==> config.mk <==
export PLATFORM = sky130hd
export DESIGN_NAME = rx_mac_lite_meta_merge_flat
export DESIGN_NICKNAME = d
export VERILOG_FILES = /design/src/rtl/rx_mac_lite_meta_merge_pkg.sv /design/src/rtl/rx_mac_lite_meta_merge_if.sv /design/src/rtl/rx_mac_lite_meta_merge_meta_fifo.sv /design/src/rtl/rx_mac_lite_meta_merge.sv /design/src/flat_wrapper.sv
export SDC_FILE = /design/constraint.sdc
export NUM_CORES = 1
export LEC_CHECK = 0
export CAP_MARGIN = 20
export CELL_PAD_IN_SITES_DETAIL_PLACEMENT = 1
export CELL_PAD_IN_SITES_GLOBAL_PLACEMENT = 1
export CORE_AREA = 3 3 454 456
export DETAILED_ROUTE_END_ITERATION = 7
export DIE_AREA = 0 0 457 459
export GPL_ROUTABILITY_DRIVEN = 0
export PLACE_DENSITY = 0.59
export SYNTH_ARGS = -nofsm -noshare
export SYNTH_HDL_FRONTEND = slang
export SYNTH_SLANG_ARGS = --single-unit
export TNS_END_PERCENT = 1
==> constraint.sdc <==
create_clock -name clk -period 24.2 [get_ports clk]
set_input_delay 6.05 -clock clk [delete_from_list [all_inputs] [get_ports clk]]
set_output_delay 6.05 -clock clk [all_outputs]
set_load 0.01 [all_outputs]
==> src/rtl/rx_mac_lite_meta_merge_pkg.sv <==
// Shared types and widths for the RX MAC Lite metadata merge block.
// Single region; all widths are derived from the block geometry below.
package rx_mac_lite_meta_pkg;

   localparam int REGION_SIZE   = 8;
   localparam int BLOCK_SIZE    = 8;
   localparam int ITEM_WIDTH    = 8;
   localparam int META_WIDTH    = 64;
   localparam int FIFO_DEPTH    = 16;
   localparam int DATA_WIDTH    = REGION_SIZE * BLOCK_SIZE * ITEM_WIDTH;
   localparam int SOF_POS_WIDTH = $clog2(REGION_SIZE);
   localparam int EOF_POS_WIDTH = $clog2(REGION_SIZE * BLOCK_SIZE);

   typedef struct packed {
      logic [DATA_WIDTH-1:0]    data;
      logic [SOF_POS_WIDTH-1:0] sof_pos;
      logic [EOF_POS_WIDTH-1:0] eof_pos;
      logic                     sof;
      logic                     eof;
   } mfb_word_t;

   typedef enum logic [0:0] {IDLE = 1'b0, FRAME = 1'b1} fsm_state_t;

   // True when the EOF in a word belongs to the frame started by that word's SOF.
   function automatic logic eof_after_sof(input logic [SOF_POS_WIDTH-1:0] sof_pos,
                                          input logic [EOF_POS_WIDTH-1:0] eof_pos);
      return (int'(eof_pos) >= int'(sof_pos) * BLOCK_SIZE);
   endfunction

endpackage

==> src/rtl/rx_mac_lite_meta_merge_if.sv <==
// MFB frame-stream and MVB metadata-stream interfaces used by the merge block.
interface rx_mac_lite_mfb_if;
   import rx_mac_lite_meta_pkg::*;

   mfb_word_t word;
   logic      src_rdy;
   logic      dst_rdy;

   modport master (output word, output src_rdy, input dst_rdy);
   modport slave  (input word, input src_rdy, output dst_rdy);
endinterface

interface rx_mac_lite_mvb_if;
   import rx_mac_lite_meta_pkg::*;

   logic [META_WIDTH-1:0] data;
   logic                  vld;
   logic                  src_rdy;
   logic                  dst_rdy;

   modport master (output data, output vld, output src_rdy, input dst_rdy);
   modport slave  (input data, input vld, input src_rdy, output dst_rdy);
endinterface

==> src/rtl/rx_mac_lite_meta_merge_meta_fifo.sv <==
// Synchronous metadata FIFO with registered full/empty flags and no push-to-pop bypass.
module meta_fifo
   import rx_mac_lite_meta_pkg::*;
#(
   parameter int DEPTH = FIFO_DEPTH,
   parameter int WIDTH = META_WIDTH
) (
   input  logic             clk,
   input  logic             rst,
   input  logic             push,
   input  logic [WIDTH-1:0] push_data,
   input  logic             pop,
   output logic [WIDTH-1:0] pop_data,
   output logic             full,
   output logic             empty
);

   localparam int AW = $clog2(DEPTH);

   logic [WIDTH-1:0] mem_r [DEPTH];
   logic [AW-1:0]    wr_ptr_r;
   logic [AW-1:0]    rd_ptr_r;
   logic [AW:0]      count_r;
   logic [AW:0]      count_next_s;
   logic             full_r;
   logic             empty_r;
   logic             push_ok_s;
   logic             pop_ok_s;

   assign push_ok_s = push & ~full_r;
   assign pop_ok_s  = pop & ~empty_r;

   // Occupancy after this cycle's push/pop
   always_comb begin
      count_next_s = count_r;
      if (push_ok_s && !pop_ok_s) begin
         count_next_s = count_r + (AW+1)'(1);
      end else if (!push_ok_s && pop_ok_s) begin
         count_next_s = count_r - (AW+1)'(1);
      end else begin
         count_next_s = count_r;
      end
   end

   // Pointers, occupancy and flags
   always_ff @(posedge clk or posedge rst) begin
      if (rst) begin
         wr_ptr_r <= '0;
         rd_ptr_r <= '0;
         count_r  <= '0;
         full_r   <= 1'b0;
         empty_r  <= 1'b1;
      end else begin
         if (push_ok_s) wr_ptr_r <= wr_ptr_r + AW'(1);
         if (pop_ok_s)  rd_ptr_r <= rd_ptr_r + AW'(1);
         count_r <= count_next_s;
         full_r  <= (count_next_s == (AW+1)'(DEPTH));
         empty_r <= (count_next_s == (AW+1)'(0));
      end
   end

   // Storage array, no reset needed
   always_ff @(posedge clk) begin
      if (push_ok_s) mem_r[wr_ptr_r] <= push_data;
   end

   assign pop_data = mem_r[rd_ptr_r];
   assign full     = full_r;
   assign empty    = empty_r;

endmodule

==> src/rtl/rx_mac_lite_meta_merge.sv <==
// Re-emits the RX MAC Lite MFB stream one cycle late with the buffered MVB item
// attached to every EOF word; also flags framing protocol errors.
module rx_mac_lite_meta_merge
   import rx_mac_lite_meta_pkg::*;
(
   input  logic                   clk,
   input  logic                   rst,
   rx_mac_lite_mfb_if.slave       rx_mfb,
   rx_mac_lite_mvb_if.slave       rx_mvb,
   rx_mac_lite_mfb_if.master      tx_mfb,
   output logic [META_WIDTH-1:0]  tx_meta,
   output logic                   proto_err
);

   logic                     fifo_full_s;
   logic                     fifo_empty_s;
   logic [META_WIDTH-1:0]    fifo_head_s;
   logic                     push_s;
   logic                     pop_s;
   logic                     out_free_s;
   logic                     rx_dst_rdy_s;
   logic                     accept_s;

   logic                     tx_src_rdy_r;
   logic                     tx_sof_r;
   logic                     tx_eof_r;
   logic [DATA_WIDTH-1:0]    tx_data_r;
   logic [SOF_POS_WIDTH-1:0] tx_sof_pos_r;
   logic [EOF_POS_WIDTH-1:0] tx_eof_pos_r;
   logic [META_WIDTH-1:0]    tx_meta_r;
   fsm_state_t               state_r;
   logic                     proto_err_r;

   assign push_s = rx_mvb.src_rdy & rx_mvb.vld & ~fifo_full_s;
   assign rx_mvb.dst_rdy = ~fifo_full_s;

   meta_fifo #(.DEPTH(FIFO_DEPTH), .WIDTH(META_WIDTH)) u_meta_fifo (
      .clk       (clk),
      .rst       (rst),
      .push      (push_s),
      .push_data (rx_mvb.data),
      .pop       (pop_s),
      .pop_data  (fifo_head_s),
      .full      (fifo_full_s),
      .empty     (fifo_empty_s)
   );

   // An EOF word waits for its metadata; other words only wait for the output slot.
   assign out_free_s   = ~tx_src_rdy_r | tx_mfb.dst_rdy;
   assign rx_dst_rdy_s = out_free_s & (~(rx_mfb.src_rdy & rx_mfb.word.eof) | ~fifo_empty_s);
   assign rx_mfb.dst_rdy = rx_dst_rdy_s;
   assign accept_s = rx_mfb.src_rdy & rx_dst_rdy_s;
   assign pop_s    = accept_s & rx_mfb.word.eof;

   // Output valid and framing flags
   always_ff @(posedge clk or posedge rst) begin
      if (rst) begin
         tx_src_rdy_r <= 1'b0;
         tx_sof_r     <= 1'b0;
         tx_eof_r     <= 1'b0;
      end else if (accept_s) begin
         tx_src_rdy_r <= 1'b1;
         tx_sof_r     <= rx_mfb.word.sof;
         tx_eof_r     <= rx_mfb.word.eof;
      end else if (tx_mfb.dst_rdy) begin
         tx_src_rdy_r <= 1'b0;
         tx_sof_r     <= 1'b0;
         tx_eof_r     <= 1'b0;
      end
   end

   // Output payload and metadata
   always_ff @(posedge clk) begin
      if (accept_s) begin
         tx_data_r    <= rx_mfb.word.data;
         tx_sof_pos_r <= rx_mfb.word.sof_pos;
         tx_eof_pos_r <= rx_mfb.word.eof_pos;
      end
      if (pop_s) tx_meta_r <= fifo_head_s;
   end

   // Framing tracker: flags SOF inside a frame and EOF outside one
   always_ff @(posedge clk or posedge rst) begin
      if (rst) begin
         state_r     <= IDLE;
         proto_err_r <= 1'b0;
      end else if (accept_s) begin
         case (state_r)
            IDLE: begin
               if (rx_mfb.word.sof && !rx_mfb.word.eof) begin
                  state_r <= FRAME;
               end else if (rx_mfb.word.sof && rx_mfb.word.eof) begin
                  if (!eof_after_sof(rx_mfb.word.sof_pos, rx_mfb.word.eof_pos)) begin
                     proto_err_r <= 1'b1;
                     state_r     <= FRAME;
                  end
               end else if (rx_mfb.word.eof) begin
                  proto_err_r <= 1'b1;
               end
            end
            FRAME: begin
               if (rx_mfb.word.eof && !rx_mfb.word.sof) begin
                  state_r <= IDLE;
               end else if (rx_mfb.word.sof && rx_mfb.word.eof) begin
                  if (eof_after_sof(rx_mfb.word.sof_pos, rx_mfb.word.eof_pos)) begin
                     proto_err_r <= 1'b1;
                     state_r     <= IDLE;
                  end
               end else if (rx_mfb.word.sof) begin
                  proto_err_r <= 1'b1;
               end
            end
            default: state_r <= IDLE;
         endcase
      end
   end

   assign tx_mfb.word = '{data: tx_data_r, sof_pos: tx_sof_pos_r, eof_pos: tx_eof_pos_r,
                          sof: tx_sof_r, eof: tx_eof_r};
   assign tx_mfb.src_rdy = tx_src_rdy_r;
   assign tx_meta        = tx_meta_r;
   assign proto_err      = proto_err_r;

endmodule

==> src/flat_wrapper.sv <==
// flat-port wrapper written by rule: the top's interface ports become plain ports
module rx_mac_lite_meta_merge_flat import rx_mac_lite_meta_pkg::*;
  (clk, rst, tx_meta, proto_err, rx_mfb_word, rx_mfb_src_rdy, rx_mfb_dst_rdy, rx_mvb_data, rx_mvb_vld, rx_mvb_src_rdy, rx_mvb_dst_rdy, tx_mfb_word, tx_mfb_src_rdy, tx_mfb_dst_rdy);
  rx_mac_lite_mfb_if rx_mfb_i ();
  rx_mac_lite_mvb_if rx_mvb_i ();
  rx_mac_lite_mfb_if tx_mfb_i ();
  input  logic clk;
  input  logic rst;
  output logic [META_WIDTH-1:0] tx_meta;
  output logic proto_err;
  input wire logic [$bits(rx_mfb_i.word)-1:0] rx_mfb_word;
  input wire logic [$bits(rx_mfb_i.src_rdy)-1:0] rx_mfb_src_rdy;
  output wire logic [$bits(rx_mfb_i.dst_rdy)-1:0] rx_mfb_dst_rdy;
  input wire logic [$bits(rx_mvb_i.data)-1:0] rx_mvb_data;
  input wire logic [$bits(rx_mvb_i.vld)-1:0] rx_mvb_vld;
  input wire logic [$bits(rx_mvb_i.src_rdy)-1:0] rx_mvb_src_rdy;
  output wire logic [$bits(rx_mvb_i.dst_rdy)-1:0] rx_mvb_dst_rdy;
  output wire logic [$bits(tx_mfb_i.word)-1:0] tx_mfb_word;
  output wire logic [$bits(tx_mfb_i.src_rdy)-1:0] tx_mfb_src_rdy;
  input wire logic [$bits(tx_mfb_i.dst_rdy)-1:0] tx_mfb_dst_rdy;
  assign rx_mfb_i.word = rx_mfb_word;
  assign rx_mfb_i.src_rdy = rx_mfb_src_rdy;
  assign rx_mfb_dst_rdy = rx_mfb_i.dst_rdy;
  assign rx_mvb_i.data = rx_mvb_data;
  assign rx_mvb_i.vld = rx_mvb_vld;
  assign rx_mvb_i.src_rdy = rx_mvb_src_rdy;
  assign rx_mvb_dst_rdy = rx_mvb_i.dst_rdy;
  assign tx_mfb_word = tx_mfb_i.word;
  assign tx_mfb_src_rdy = tx_mfb_i.src_rdy;
  assign tx_mfb_i.dst_rdy = tx_mfb_dst_rdy;
  rx_mac_lite_meta_merge u_core (.clk(clk), .rst(rst), .rx_mfb(rx_mfb_i), .rx_mvb(rx_mvb_i), .tx_mfb(tx_mfb_i), .tx_meta(tx_meta), .proto_err(proto_err));
endmodule
# Word level (Yosys, flattened, before mapping)
# Memory sizes are Yosys's and may differ from the RTL's. A register that Yosys moved wholly into a read port is not among the register bits.
# Index checks and enable logic that the tools add are counted.
# word_totals
register_bits	541
mem_bits_rw	1024
input_bits	593
out_inout_bits	591
wordCells	76
memories	1
# memory_table
name	words	width	rd	rd_ports_with_merged_regs	write_ports	line	source
u_core.u_meta_fifo.mem_r	16	64	1	1	1	rx_mac_lite_meta_merge_meta_fifo.sv:20	logic [WIDTH-1:0] mem_r [DEPTH];
# op_classes
n_addsub	4
n_lt_le_gt_ge	1
eq_ne	7
muxes	23
n_bitwise	15
n_reduce_logical	12
# op_table
cell	count
two-way mux 1 bit	19
two-way mux 5 bit	2
!= test 3 bit, second input constant	3
adder 4 x 1 -> 4 bit, second input constant	2
bitwise AND 1 bit	8
AND reduction 7 bit	1
greater-or-equal comparator 6 bit	1
adder 5 x 1 -> 5 bit, second input constant	1
equality test 5 bit, second input constant	1
logical AND 1 bit	5
zero test 5 bit	1
NOT 1 bit	5
subtractor 5 x 1 -> 5 bit, second input constant	1
zero test 1 bit	4
!= test 2 bit, second input constant	2
case mux 1 bit (2 select lines)	2
!= test 3 x 2 -> 1 bit, second input constant	1
bitwise OR 1 bit	2
nonzero test 2 bit	1

# Depth between registers and ports, before layout
# depth
ltp_word	11
ltp_mapped	7
mapped_depth_nobuf	7

# Modules after synthesis
# A second synthesis with hierarchy kept.
# hier_totals
hier_cells	2343
hier_area_um2	57512.7
# by_module_without_submodules
module	instances	cells_each	area_per_inst_um2	seq_area_each_um2
meta_fifo	1	1713	39566.7	31126.1
rx_mac_lite_meta_merge	1	630	17946.0	17692.0

# Worst setup path after synthesis
# No wires, ideal clock.
# synth_path
path_kind	input port to flip-flop
startpoint	in tx_mfb_dst_rdy
endpoint	reg u_core.tx_sof_r
setup_ns	0.124
arrival_time_ns	22.100
slack_ns	1.977
cell_stages	5
n_path_buf	1
cell_sequence	nor2b_1 a31oi_1 and2_1 clkbuf_1 a22o_1
# synth_via
elab_chain_cells	4
word_cells_on_any_way	5
classes_between	mux: 1; bitwise: 3; reduce/logical: 1
# synth_rtl
element	line	source
from (decl)	flat_wrapper.sv:20	input wire logic [$bits(tx_mfb_i.dst_rdy)-1:0] tx_mfb_dst_rdy;
bitwise OR 1 bit (*)	rx_mac_lite_meta_merge.sv:49	assign out_free_s = ~tx_src_rdy_r | tx_mfb.dst_rdy;
bitwise AND 1 bit (*)	rx_mac_lite_meta_merge.sv:50	assign rx_dst_rdy_s = out_free_s & (~(rx_mfb.src_rdy & rx_mfb.word.eof) | ~fifo_empty_s);
via rx_mfb_dst_rdy	flat_wrapper.sv:13	output wire logic [$bits(rx_mfb_i.dst_rdy)-1:0] rx_mfb_dst_rdy;
bitwise AND 1 bit (*)	rx_mac_lite_meta_merge.sv:52	assign accept_s = rx_mfb.src_rdy & rx_dst_rdy_s;
via u_core.accept_s	rx_mac_lite_meta_merge.sv:22	logic accept_s;
two-way mux 1 bit / nonzero test 2 bit (equally long branches)	n/a	
to (signal assigned)	rx_mac_lite_meta_merge.sv:63	tx_sof_r <= rx_mfb.word.sof;
to (decl)	rx_mac_lite_meta_merge.sv:25	logic tx_sof_r;
# The timed path passes the listed nets; every way through them passes the cells marked *.
# A chain may end at the register's enable or synchronous reset.

# Worst setup path after layout
# layout_path
startpoint	in tx_mfb_dst_rdy
endpoint	out rx_mfb_dst_rdy
# layout_via
elab_chain_cells	2
# layout_rtl
element	line
bitwise OR 1 bit	rx_mac_lite_meta_merge.sv:49
bitwise AND 1 bit	rx_mac_lite_meta_merge.sv:50
to (decl)	flat_wrapper.sv:13
# No other way between the ends.

==> metrics.md <==
| Metric | Value |
|---|---|
| Run status | `complete, no violations` |
| Post-route ant nets | `0` |
| Number of library cell types mapped by synthesis | `43` |
| Global-route usage over all layers | `about 29%` |
| Initial antenna violation count | `between 150 and 200` |
| Minimum clock period | `between 10 and 15 ns` |
| Hold Path Depth | `1` |
| Post_cts resized | `0` |
| Worst vdd ir | `~130 uV` |
| Delay-heaviest family, CP | `buffers and inverters` |
| Finished Cell Area | `around 0.078 mm2` |
| Req. time, crit path | `between 15 and 20 ns` |
| # IOs | `1,184` |
| Die H | `459 um` |
| Routed len/inst | `around 50 um` |
| I/O Buffers | `1,183` |
| Top area cells in the synthesized netlist | `edfxtp_1 85%, mux4_2 13%, dfrtp_1 0.83%` |
| CP Max Fanout | `3` |
| DIE AREA | `0.210 mm2` |
| Sinks on Clock Net | `1,629` |
| Final net count | `just over 4k` |
| Critical Path Most Common Cell | `clkdlybuf4s50_1` |
| Max-slew violations | `0` |
| Total routed wirelength | `314,000 um` |
| # placed instances | `between 5k and 6k` |
| Core Area | `roughly 0.20 mm2` |
| Max_slew headroom | `between 20% and 30%` |
| Min Hold Slack | `slightly above 0.5 ns` |
| Endpoints failing setup | `0` |
| TritonCTS clock tree | `done` |
| DP HPWL | `between 200,000 and 250,000 um` |
| Commonest non-fill, non-tap cell in the layout | `edfxtp_1` |
| Fin. Hold Viols | `0` |
| Pwr/cell area | `slightly above 100 mW/mm2` |
| 1st-iter DRT viols | `approximately 4.6k` |
| Async SR Flop Fraction | `around 1.2%` |
| Layout fillers | `19.4k` |
| Util after Layout | `about two fifths` |
| Flops & latches, synth | `about 1.6k` |
| Routed vias/inst | `between 5 and 6` |
| Clock-pin slew on the worst setup and hold paths | `approximately 0.060 ns` |
| Place WS | `~11 ns` |
| Total power | `between 8 and 9 mW` |
| Max frequency | `0.0725 GHz` |
| CP Launch Type | `primary input` |
| Setup CP Type | `in -> out` |
| Max Cap Violations | `0` |
| Mapped cell area | `0.0571 mm2` |
| Synth top area share | `between 80% and 90%` |
| Leakage | `~25 nW` |
| Skew final | `around 0.034 ns` |
| Initial DRT Pass Iterations | `6` |
| Worst-Margin Slew | `between 1 and 1.5 ns` |
| Slowest-stage cell, CP | `clkdlybuf4s50_1` |
| Area Overhead vs Synth | `37.3%` |
| Post-synth EDFFs | `roughly 1.6k` |
| Sequential share of the synthesized area | `between 80 and 90%` |
| Crit path largest cell delay | `~0.66 ns` |
| Global-route wire length before repair | `385,000 um` |
| Post-Syn Nets | `2,738` |
| Yosys Warn Count | `0` |
| CTS root buf | `clkbuf_16` |
| Register-to-Register Path Depth | `6` |
| Fin crit share | `between 50% and 60%` |
| # rows | `~170` |
| Crit path depth | `4` |
| Post-CTS Hold Fix Bufs | `0` |
| Largest net degree at the start of global routing | `about 160` |
| Setup bufs post-CTS | `0` |
| Vias in the first global route | `30.8k` |
| Ratio of cells with drive above 1 in the final layout | `~18%` |
| WP data arrival | `between 7 and 8 ns` |
| Clock Latency Late Sink | `between 0.8 and 0.9 ns` |
| Crit. End Element | `output port` |
| Min-Delay Path Class | `reg -> reg` |
| Residual DRC | `0` |
| Setup ws final | `10.40 ns` |
| Non-Filler Instances | `approximately 6.3k` |
| Worst Path Buf+Inv | `2` |
| Post-Syn Instances | `roughly 2.1k` |
| Main flop type after synthesis | `edfxtp_1` |
| Initial core utilization | `between 20% and 30%` |
| CTS Buf Count | `between 150 and 200` |
| CP Cell Sequence | `clkdlybuf4s50_1 > nor2b_1 > a31oi_1 > clkdlybuf4s50_1` |
| Cell Area, Placed | `between 0.07 and 0.08 mm2` |
| DR vias | `roughly 32k` |
| H-Tree Depth | `4` |
| Avg Inst Size Synth | `26.8 um2` |
| Die width | `approximately 460 um` |
| RSZ-0062 raised after global routing | `false` |
| Overflow after GRT | `0` |
| Clock buffer depth | `3` |
| Area leader, netlist | `edfxtp_1` |
| Final setup TNS | `0 ns` |
| Commonest non-fill, non-tap cells in the layout | `1,609 x edfxtp_1, 1,183 x clkdlybuf4s50_1, 318 x mux4_2, 179 x clkbuf_16, 39 x clkinv_1` |
==> state kept, by name, summed over array words and instances, names as in the netlist <==
signal and count:
u_core.tx_sof_pos_r 3, u_core.u_meta_fifo.empty 1, u_core.proto_err 1, u_core.u_meta_fifo.mem_r 1024
u_core.u_meta_fifo.count_r 5, u_core.tx_mfb.src_rdy 1, u_core.u_meta_fifo.full 1, u_core.tx_eof_pos_r 6
u_core.tx_eof_r 1, u_core.u_meta_fifo.wr_ptr_r 4, u_core.tx_meta 64, u_core.tx_data_r 512
u_core.tx_sof_r 1, u_core.u_meta_fifo.rd_ptr_r 4, u_core.state_r 1
==> cell families (layout without fill, tap and decap cells) <==
family | count (synthesis) | count (layout) | synth area share [%]
buffers and inverters | 90 | 1563 | 0.847
other | 0 | 58 | 0
XOR/XNOR | 10 | 10 | 0.153
adder cells (fa/ha/maj) | 10 | 10 | 0.219
flip-flops | 1629 | 1629 | 85.4
multiplexers | 322 | 322 | 12.7
AO/OA/AOI/OAI | 18 | 18 | 0.206
AND/OR/NAND/NOR | 56 | 56 | 0.488
==> routing by layer <==
| metal | GRT usage, % | share of wire, % | vias to the layer above |
|---|---|---|---|
| met5 | 1.54 | 0.17 | - |
| met4 | 9.43 | 3.7 | 52 |
| met3 | 16.7 | 14 | 482 |
| met2 | 40.9 | 42 | 1994 |
| met1 | 38.3 | 40 | 17899 |
| li1 | - | - | 11910 |
==> layout make-up <==
class	instances	area, um2	area share (%)
tap	2672	3340	4.26
sequential	1629	48800	62.2
clock buffer	209	4590	5.85
timing repair buffer	1225	12200	15.6
antenna	58	145	0.185
inverter	12	47.5	0.0606
clock inverter	117	1340	1.71
multi-input combinational	416	7960	10.1
==> cells in the mapped netlist (2+ instances only) <==
cell type,count
edfxtp_1,1609
mux4_2,318
clkbuf_1,35
buf_4,21
dfrtp_1,19
nor2_1,18
nand2_1,12
inv_1,11
ha_1,10
buf_2,9
xnor2_1,8
buf_1,6
buf_6,6
nor3_1,5
o21ai_0,5
a21o_1,3
nand2b_1,3
nand3_1,3
nand4_1,3
a21oi_1,2
a31oi_1,2
and3b_1,2
mux4_1,2
nand3b_1,2
nor4_1,2
xor2_1,2
==> report_power, final <==
part / switching (mW) / internal (mW) / total, mW
combinational: 0.934 / 0.831 / 1.76
sequential: 0.191 / 3.37 / 3.57
clock: 1.19 / 1.59 / 2.79
==> path summary, 6_finish.rpt <==
path,slack (ns),endpoint,start
min in group asynchronous,5.61,u_core.u_meta_fifo.rd_ptr_r[3],rst
max in group asynchronous,18.27,u_core.u_meta_fifo.empty,rst
worst min register to register,0.51,u_core.tx_eof_r,u_core.tx_eof_r
worst max register to register,19.25,u_core.tx_data_r[441],u_core.tx_mfb.src_rdy
worst min-delay path,0.51,u_core.tx_eof_r,u_core.tx_eof_r
worst max-delay path,10.40,rx_mfb_dst_rdy,tx_mfb_dst_rdy
Power figures use the tool's default switching activity.
